**src/rtl/div_ctrl.sv**
```systemverilog
// div_ctrl: iterative 32-step restoring divider controller for the EXE stage.
// Owns the shared divider. It accepts one DIV/DIVU per handshake and holds the
// quotient (lo) and remainder (hi) until the HI/LO writer consumes them.
module div_ctrl #(
    parameter int STEPS = 32
) (
    input  logic        clk,
    input  logic        rst,
    input  logic        in_valid,
    input  logic        in_sign,
    input  logic [31:0] in_dividend,
    input  logic [31:0] in_divisor,
    input  logic        flush,
    output logic        div_allowin,
    output logic        busy,
    output logic        out_valid,
    input  logic        out_ready,
    output logic [31:0] out_lo,
    output logic [31:0] out_hi
);

    typedef enum logic [1:0] {IDLE, CALC, FIX, DONE} state_t;

    state_t      state;
    logic [4:0]  cnt;
    logic [32:0] rem;        // 33 bits so the shifted partial remainder never overflows
    logic [31:0] quo;
    logic [31:0] dvs;        // |divisor|
    logic [31:0] dvd_raw;    // original dividend, returned as remainder on divide-by-zero
    logic        q_neg;
    logic        r_neg;
    logic        dvs_zero;

    logic        accept;
    logic [32:0] rem_sh;
    logic [32:0] trial;
    logic [31:0] abs_dvd;
    logic [31:0] abs_dvs;

    assign div_allowin = (state == IDLE) || (state == DONE && out_ready);
    assign busy        = (state == CALC) || (state == FIX);
    assign out_valid   = (state == DONE);
    assign accept      = in_valid && div_allowin && !flush;

    // One restoring step: shift {rem,quo} left and try subtracting the divisor.
    always_comb begin
        rem_sh  = {rem[31:0], quo[31]};
        trial   = rem_sh - {1'b0, dvs};
        abs_dvd = (in_sign && in_dividend[31]) ? (~in_dividend + 32'd1) : in_dividend;
        abs_dvs = (in_sign && in_divisor[31])  ? (~in_divisor + 32'd1)  : in_divisor;
    end

    // Controller FSM and datapath registers; flush dominates everything but rst.
    always_ff @(posedge clk) begin
        if (rst) begin
            state    <= IDLE;
            cnt      <= '0;
            rem      <= '0;
            quo      <= '0;
            dvs      <= '0;
            dvd_raw  <= '0;
            q_neg    <= 1'b0;
            r_neg    <= 1'b0;
            dvs_zero <= 1'b0;
            out_lo   <= '0;
            out_hi   <= '0;
        end else if (flush) begin
            state <= IDLE;
        end else if (accept) begin
            // Accept covers both IDLE and the no-bubble DONE->CALC handoff.
            state    <= CALC;
            cnt      <= '0;
            rem      <= '0;
            quo      <= abs_dvd;
            dvs      <= abs_dvs;
            dvd_raw  <= in_dividend;
            q_neg    <= in_sign && (in_dividend[31] ^ in_divisor[31]);
            r_neg    <= in_sign && in_dividend[31];
            dvs_zero <= (in_divisor == 32'd0);
        end else begin
            case (state)
                CALC: begin
                    if (!trial[32]) begin
                        rem <= trial;
                        quo <= {quo[30:0], 1'b1};
                    end else begin
                        rem <= rem_sh;
                        quo <= {quo[30:0], 1'b0};
                    end
                    cnt <= cnt + 5'd1;
                    if (cnt == 5'(STEPS - 1)) state <= FIX;
                end
                FIX: begin
                    // Divide-by-zero result is architecturally fixed regardless of sign.
                    if (dvs_zero) begin
                        out_lo <= 32'hFFFF_FFFF;
                        out_hi <= dvd_raw;
                    end else begin
                        out_lo <= q_neg ? (~quo + 32'd1) : quo;
                        out_hi <= r_neg ? (~rem[31:0] + 32'd1) : rem[31:0];
                    end
                    state <= DONE;
                end
                DONE: begin
                    if (out_ready) state <= IDLE;
                end
                default: state <= IDLE;
            endcase
        end
    end

endmodule
```
**config.mk**
```make
export PLATFORM = sky130hd
export DESIGN_NAME = div_ctrl
export DESIGN_NICKNAME = d
export VERILOG_FILES = /design/src/rtl/div_ctrl.sv
export SDC_FILE = /design/constraint.sdc
export NUM_CORES = 1
export LEC_CHECK = 0
export CAP_MARGIN = 20
export CORE_MARGIN = 2
export CORE_UTILIZATION = 40
export DETAILED_ROUTE_END_ITERATION = 16
export GPL_ROUTABILITY_DRIVEN = 0
export SLEW_MARGIN = 5
export SYNTH_ARGS = -nofsm -noshare
export SYNTH_HDL_FRONTEND = slang
export SYNTH_SLANG_ARGS = --single-unit
export TNS_END_PERCENT = 30
```
**constraint.sdc**
```tcl
create_clock -name clk -period 6.84 [get_ports clk]
set_clock_uncertainty 0.05 [all_clocks]
set_input_delay 0.684 -clock clk [delete_from_list [all_inputs] [get_ports clk]]
set_output_delay 0.684 -clock clk [all_outputs]
set_load 0.02 [all_outputs]
```
Yosys cells after proc, flatten, opt, wreduce, memory -nomap -nowiden. Index checks and enable logic that the tools add are counted.

Add/subtract/negate cells: 6. Equality and inequality tests: 8. Reductions and logical operators: 19. Mux-type cells: 18. Bitwise logic cells: 7.

Operator list (count): 32-bit 2-to-1 mux (11); 32-bit by 1-bit adder with 32-bit output, second input constant (4); 32-bit inverter (4); 33-bit by 32-bit subtractor with 33-bit output (1); 32-bit logical NOT (1); 5-bit 2-to-1 mux (2); 2-bit AND reduction (4); 1-bit logical AND (6); 2-bit case mux with 3 select lines (1); 5-bit by 1-bit adder with 5-bit output, second input constant (1); 5-bit == test, second input constant (1); 2-bit == test, second input constant (2); 2-bit 2-to-1 mux (2); 2-bit by 1-bit inequality test with 1-bit output, second input constant (2); 3-bit by 1-bit inequality test with 1-bit output, second input constant (1); 3-bit by 2-bit inequality test with 1-bit output, second input constant (1); 3-bit AND reduction (1); 3-bit OR reduction (1); 2-bit by 1-bit == test with 1-bit output, second input constant (1); 2-bit logical NOT (1); 1-bit logical OR (2); 1-bit 2-to-1 mux (2); 1-bit inverter (2); 2-bit nonzero test (1); 3 further kinds (3).

Flip-flop bits (word level): 202. Output and inout port bits: 67.

Depth between registers and ports, before layout. Gate-level depths: netlist of run 1.

Depth after elaboration: 7. Depth in mapped cells: 13. Mapped depth without buffers: 12.

Least setup slack after synthesis of run 1. OpenSTA, ideal clock, no wires.

Path kind: register to register. From: register quo[31]. To: register rem[12]. Required time: 6662 ps. Buffers on the path: 1. Clock period less this slack: 2998 ps. Stages on the path, launching flop included: 14. Data arrival time: 2820 ps. Setup slack: 3842 ps. Path through: dfxtp_1 -> inv_1 -> ha_1 -> fa_1 -> nand2b_1 -> a21oi_1 -> o21ai_0 -> nand3_1 -> nand3_1 -> o31ai_1 -> xor2_1 -> buf_2 -> mux2i_1 -> o21ai_0.

Word-level cells in the longest chain between the ends: 4.

RTL lines: from (decl) (line 27) `logic [31:0] quo;`; from (signal assigned) (line 74) `quo <= abs_dvd;`; from (signal assigned) (line 85) `quo <= {quo[30:0], 1'b1};`; from (signal assigned) (line 88) `quo <= {quo[30:0], 1'b0};`; 33-bit by 32-bit subtractor with 33-bit output (line 48) `trial = rem_sh - {1'b0, dvs};`; 32-bit 2-to-1 mux (line 83) `if (!trial[32]) begin`; 32-bit 2-to-1 mux (line 81) `case (state)`; 32-bit 2-to-1 mux (line 69) `end else if (accept) begin`; to (signal assigned) (line 84) `rem <= trial;`; to (signal assigned) (line 87) `rem <= rem_sh;`; to (decl) (line 26) `logic [32:0] rem;`.

Every way passes these cells. The select of a mux whose other input is x is not followed. A chain may end at the register's enable or synchronous reset.

Worst setup path in the final report of run 1.
From: register quo[31]. To: register rem[20].

The elaborated chain is that of the path after synthesis.

==> flow_metrics.env, run 1 <==
export IMPL_status="complete, no violations"
export IMPL_seq_area_frac_synth_pct=33.15
export IMPL_clockBufferDepth=3
export IMPL_via_count=11710
export IMPL_drt_iter0_drc=1004
export IMPL_utilization_pct=49.16
export IMPL_setup_viol=0
export IMPL_layout_setup_ws_ns=3.018
export IMPL_clk_pin_slew_ns=0.06
export IMPL_hold_path_class="reg2reg"
export IMPL_antenna_found_initial=0
export IMPL_fin_nets=1818
export IMPL_first_pass_iters=6
export IMPL_ys_flop_type="dfxtp_1"
export IMPL_placed_cells=2068
export IMPL_tritoncts="done"
export IMPL_post_cts_setup_buffers=0
export IMPL_worst_slew_pin_slew_ns=1.097
export IMPL_layout_commonest_cell="nand2_1"
export IMPL_synth_edf_count=0
export IMPL_post_cts_resize_count=0
export IMPL_wl_per_cell_um=17.35
export IMPL_die_w_um=178.6
export IMPL_clkPwrFrac_pct=45.0
export IMPL_crit_type="reg2reg"
export IMPL_area_growth_pct=20.09
export IMPL_maxSlewHeadroom_pct=26.79
export IMPL_cp_top_family="compound AO/OA/AOI/OAI gates"
export IMPL_core_area_um2=29800
export IMPL_vdd_drop_max_v=0.0001704
export IMPL_finalWirelength_um=36660
export IMPL_cts_root_buffer="clkbuf_16"
export IMPL_rsz0062_at_grt="no"
export IMPL_rows=63
export IMPL_ys_types=64
export IMPL_synthArstFlopShare_pct=0
export IMPL_crit_buf_inv=2
export IMPL_fin_tns_setup_ns=0
export IMPL_p_leak_nw=5.314
export IMPL_worstPathRequired_ns=7.19
export IMPL_synth_nets=1743
export IMPL_final_hold_violation_count=0
export IMPL_worstReg2RegStart="quo[31]"
export IMPL_drive_above_1_share_pct=4.585
export IMPL_grt_max_degree=85
export IMPL_postRouteAntennaNets=0
export IMPL_clk_latency_ns=0.54
export IMPL_avgSynthCellArea_um2=7.483
export IMPL_yosys_warnings=0
export IMPL_arrival_ns=4.17
export IMPL_crit_fanout=26
export IMPL_maxSlewViolCount=0
export IMPL_cts_hold_buf=0
export IMPL_dieArea_um2=31910
export IMPL_pin_count=137
export IMPL_powerDensity_nw_per_um2=207.1
export IMPL_sw_frac_of_total_pct=26.76
export IMPL_worstHoldStart="dvd_raw[27]"
export IMPL_globalRouteOverflowTotal=0
export IMPL_seqPwrFrac_pct=41.2
export IMPL_critPathLaunchType="flip-flop"
export IMPL_viasPerCell=5.542
export IMPL_max_stage_delay_ns=0.63
export IMPL_cts_buffers_inserted=25
export IMPL_fin_cells=2113
export IMPL_initial_utilization_pct=40.94
export IMPL_crit_chain="inv_1 -> ha_1 -> fa_1 -> nand2b_1 -> a21oi_1 -> o21ai_0 -> nand3_1 -> nand3_1 -> o31ai_1 -> xor2_4 -> buf_4 -> mux2i_1 -> o21ai_0"
export IMPL_comb_power_share_pct=13.8
export IMPL_end_kind="flip-flop"
export IMPL_antennaDiodeCount=0
export IMPL_grt_usage_pct=22.87
export IMPL_pre_cts_ws_ns=3.016
export IMPL_fin_crit_sh_pct=55.87
export IMPL_startpoint="quo[31]"
export IMPL_syn_area_um2=12200
export IMPL_synth_seq_cells=202
export IMPL_p_int_w=0.002222
export IMPL_maxCapViolCount=0
export IMPL_grt_pass1_vias=10850
export IMPL_htree_num_levels=1
export IMPL_io_buffer_count=136
export IMPL_die_h_um=178.6
export IMPL_fmax_ghz=0.2617
export IMPL_dp_hpwl_um=27170
export IMPL_final_cell_mix="319 x nand2_1, 201 x dfxtp_1, 141 x a21oi_1, 140 x nor2_1, 135 x clkdlybuf4s50_1"
export IMPL_grt_pass1_wl_um=58490
export IMPL_slowest_stage="o31ai_1"
export IMPL_syn_inst=1630
export IMPL_switching_power_w=0.0008119
export IMPL_min_period_ns=3.822
export IMPL_cts_sinks=202
export IMPL_drc=0
stage by stage:
stage               power (W)  hold WS (ns)  area [um2]
floorplan            0.001543        0.3812       12200
global placement     0.001688        0.3907       13780
detailed placement   0.001691        0.3928       13780
CTS                  0.003064        0.4011       14650
global route         0.003159        0.4222       14650
finish               0.003034        0.4023       14650
logic make-up (layout without fill, tap and decap cells):
family / Yosys count / count (layout) / share of synthesized area (%)
AO/OA/AOI/OAI: 436 / 436 / 22.22
XOR/XNOR: 142 / 142 / 10.20
adder cells (fa/ha/maj): 43 / 43 / 4.472
buffers and inverters: 152 / 245 / 4.739
flip-flops: 202 / 202 / 33.15
multiplexers: 34 / 34 / 2.790
AND/OR/NAND/NOR: 621 / 621 / 22.43
state kept, by name (all words and copies together), names as in the netlist:
signal and count:
dvd_raw 32, dvs 32, out_hi 32, out_lo 32, quo 32, rem 32, cnt 5, state 2
dvs_zero 1, q_neg 1, r_neg 1
layer usage:
layer	wire, um	track usage, %	part of all wire [%]
met1	17010	31.11	46
met2	16930	38.22	46
met3	2028	3.559	5.5
met4	679	4.743	1.9
met5	0	0	0
Yosys cell counts (8+ instances only):
cell | n | area [um2]
nand2_1 | 319 | 1197
nand4_1 | 9 | 56.30
o31ai_1 | 27 | 202.7
a31oi_1 | 10 | 62.56
xor2_1 | 96 | 840.8
o21ai_0 | 112 | 560.5
nor2_1 | 142 | 533.0
or3_1 | 15 | 93.84
o211ai_1 | 8 | 60.06
mux2i_1 | 34 | 340.3
a211oi_1 | 53 | 397.9
a311oi_1 | 26 | 227.7
or4_1 | 10 | 75.07
xnor2_1 | 46 | 402.9
and3_1 | 9 | 56.30
nand2b_1 | 16 | 100.1
clkbuf_1 | 88 | 330.3
a21oi_1 | 141 | 705.7
o41ai_1 | 10 | 87.58
nor3_1 | 35 | 175.2
ha_1 | 42 | 525.5
inv_1 | 53 | 198.9
nor4_1 | 11 | 68.82
nand3_1 | 13 | 65.06
dfxtp_1 | 202 | 4044
power by group through the flow:
stage          clock network, W  registers (W)  logic, W
2_1_floorplan                 0        0.00126  0.000280
3_3_place_gp                  0        0.00128  0.000413
3_5_place_dp                  0        0.00128  0.000415
4_1_cts                 0.00140        0.00125  0.000418
5_1_grt                 0.00144        0.00126  0.000462
6_report                0.00136        0.00125  0.000419
cell type report:
class                           count  area, um2
Clock buffer                       40      802.0
Fill cell                        3002      15150
Timing Repair Buffer              147       1441
Tap cell                          390      488.0
Inverter                           53      198.9
Clock inverter                      5      65.06
Sequential cell                   202       4045
Multi-Input combinational cell   1276       7609
final timing paths:
check	slack, ns	cells after the start	to
setup / recovery	3.02	13	rem[20]
hold / removal	0.40	2	dvd_raw[27]
setup reg to reg	3.02	13	rem[20]
hold reg to reg	0.40	2	dvd_raw[27]
tightest hold or removal path: stages, from the launching register on:
cell	delay [ns]
dfxtp_1	0.31
nand2_1	0.05
a21oi_1	0.05
No activity file was read; power rests on OpenSTA's default activity.
==> run 2: changes to the inputs <==
==> constraint.sdc (replaced) <==
create_clock -name clk -period 3.5 [get_ports clk]
set_clock_uncertainty 0.05 [all_clocks]
set_input_delay 0.35 -clock clk [delete_from_list [all_inputs] [get_ports clk]]
set_output_delay 0.35 -clock clk [all_outputs]
set_load 0.02 [all_outputs]
==> flow_metrics.env, run 2 (same netlist as run 1, synthesis figures left out) <==
export IMPL_core_area_um2=29800
export IMPL_stdcell_area_um2=15150
export IMPL_grt_pass1_wl_um=57600
export IMPL_rows=63
export IMPL_worstPathRequired_ns=3.88
export IMPL_maxSlewHeadroom_pct=35.85
export IMPL_tritoncts="done"
export IMPL_postRouteAntennaNets=0
export IMPL_via_count=11800
export IMPL_worstReg2RegStart="quo[2]"
export IMPL_vdd_drop_max_v=0.0003539
export IMPL_worstHoldStart="rst"
export IMPL_antennaDiodeCount=0
export IMPL_clk_pin_slew_ns=0.05
export IMPL_grt_usage_pct=22.34
export IMPL_fin_tns_setup_ns=0
export IMPL_hold_end="quo[5]"
export IMPL_viasPerCell=5.436
export IMPL_grt_max_degree=102
export IMPL_clockBufferDepth=3
export IMPL_area_growth_pct=24.21
export IMPL_die_h_um=178.6
export IMPL_rsz0062_at_grt="no"
export IMPL_nFillCells=2910
export IMPL_maxCapViolCount=0
export IMPL_arrival_ns=3.62
export IMPL_finalWirelength_um=36230
export IMPL_post_cts_setup_buffers=0
export IMPL_worstHoldPathCells=2
export IMPL_cts_root_buffer="clkbuf_16"
export IMPL_cts_sinks=202
export IMPL_die_w_um=178.6
export IMPL_htree_num_levels=1
export IMPL_clk_latency_ns=0.53
export IMPL_grt_pass1_vias=10780
export IMPL_wl_per_cell_um=16.69
export IMPL_placed_cell_area_um2=14250
export IMPL_drt_iter0_drc=737
export IMPL_p_leak_nw=5.618
export IMPL_reg2regPathDepth=9
export IMPL_whs_ns=0.1939
export IMPL_dieArea_um2=31910
export IMPL_fin_crit_sh_pct=92.30
export IMPL_drive_above_1_share_pct=7.640
export IMPL_hold_path_class="in2reg"
export IMPL_r2r_slack_ns=0.27
export IMPL_fin_nets=1875
export IMPL_cts_hold_buf=0
export IMPL_pre_cts_ws_ns=0.05746
export IMPL_final_hold_violation_count=0
export IMPL_powerDensity_nw_per_um2=393.7
export IMPL_worst_slew_pin_slew_ns=0.9609
export IMPL_multiInputGateArea_um2=7620
export IMPL_critPathLaunchType="flip-flop"
export IMPL_crit_fanout=6
export IMPL_min_period_ns=3.230
export IMPL_post_cts_resize_count=0
export IMPL_setup_viol=0
export IMPL_cts_buffers_inserted=25
export IMPL_io_buffer_count=136
export IMPL_regArea_um2=4045
export IMPL_antenna_found_initial=0
export IMPL_globalRouteOverflowTotal=0
export IMPL_final_cell_mix="319 x nand2_1, 201 x dfxtp_1, 141 x a21oi_1, 140 x nor2_1, 135 x clkdlybuf4s50_1"
export IMPL_end_kind="flip-flop"
export IMPL_layout_setup_ws_ns=0.2695
export IMPL_first_pass_iters=5
export IMPL_dp_hpwl_um=27620
export IMPL_status="complete, no violations"
export IMPL_pin_count=137
export IMPL_crit_type="reg2reg"
export IMPL_layout_commonest_cell="nand2_1"
export IMPL_drc=0
export IMPL_fmax_ghz=0.3096
export IMPL_initial_utilization_pct=40.94
export IMPL_worst_r2r_endpoint="out_lo[30]"
export IMPL_maxSlewViolCount=0
run 2: cell count changes in the layout (fill, tap and decap cells not counted), sizes merged:
| cell | previous run | this run |
|---|---|---|
| clkbuf | 40 | 36 |
| bufinv | 1 | 3 |
| clkinvlp | 0 | 1 |
| inv | 54 | 55 |
| buf | 12 | 69 |
run 2: critical path: stages, from the launching register on:
cell and delay [ns]:
dfxtp_1 0.37, nor4_2 0.43, nand3_1 0.21, or4_2 0.68, or3_4 0.44, or3_2 0.45
o21ai_2 0.14, xnor2_1 0.12, nor3_1 0.06, nor3_1 0.19
run 2: worst max-delay path by stage:
stage / startpoint / endpoint / slack (ns) / depth (start not counted)
6_report: quo[2] / out_lo[30] / 0.27 / 9
5_1_grt: quo[2] / out_lo[30] / 0.02 / 9
4_1_cts: quo[31] / quo[0] / 0.04 / 13
3_5_place_dp: quo[31] / quo[0] / 0.06 / 13
3_3_place_gp: quo[31] / rem[10] / 0.21 / 13
2_1_floorplan: quo[31] / rem[12] / 0.50 / 13
run 2: cell type report:
cell class,count,share of cell area (%)
multi-input combinational,1276,50.29
timing repair buffer,204,12.80
clock inverter,9,0.8754
clock buffer,36,4.798
sequential,202,26.70
tap,390,3.221
inverter,53,1.313
run 2: per-layer routing:
metal	vias to the layer above	part of all wire (%)	global-route usage, %
met3	41	5.1	2.387
met2	309	45	36.39
met5	-	0	0
met1	5477	48	31.78
li1	5970	-	-
met4	0	1.8	4.776
run 2: stage by stage:
step                utilization [%]  power [W]  cells
global placement              47.83   0.003319   2124
detailed placement            47.83   0.003327   2124
floorplan                         -   0.003015   1630
CTS                           50.72   0.006021   2169
finish                        50.85   0.005965   2170
global route                  50.85   0.006213   2170
run 2: report_power, final:
group	total, W	leakage, nW	internal (W)	switching, W
Combinational	0.000850	3.55	0.000353	0.000497
Clock	0.00268	0.422	0.00166	0.00102
Sequential	0.00244	1.64	0.00237	0.0000640
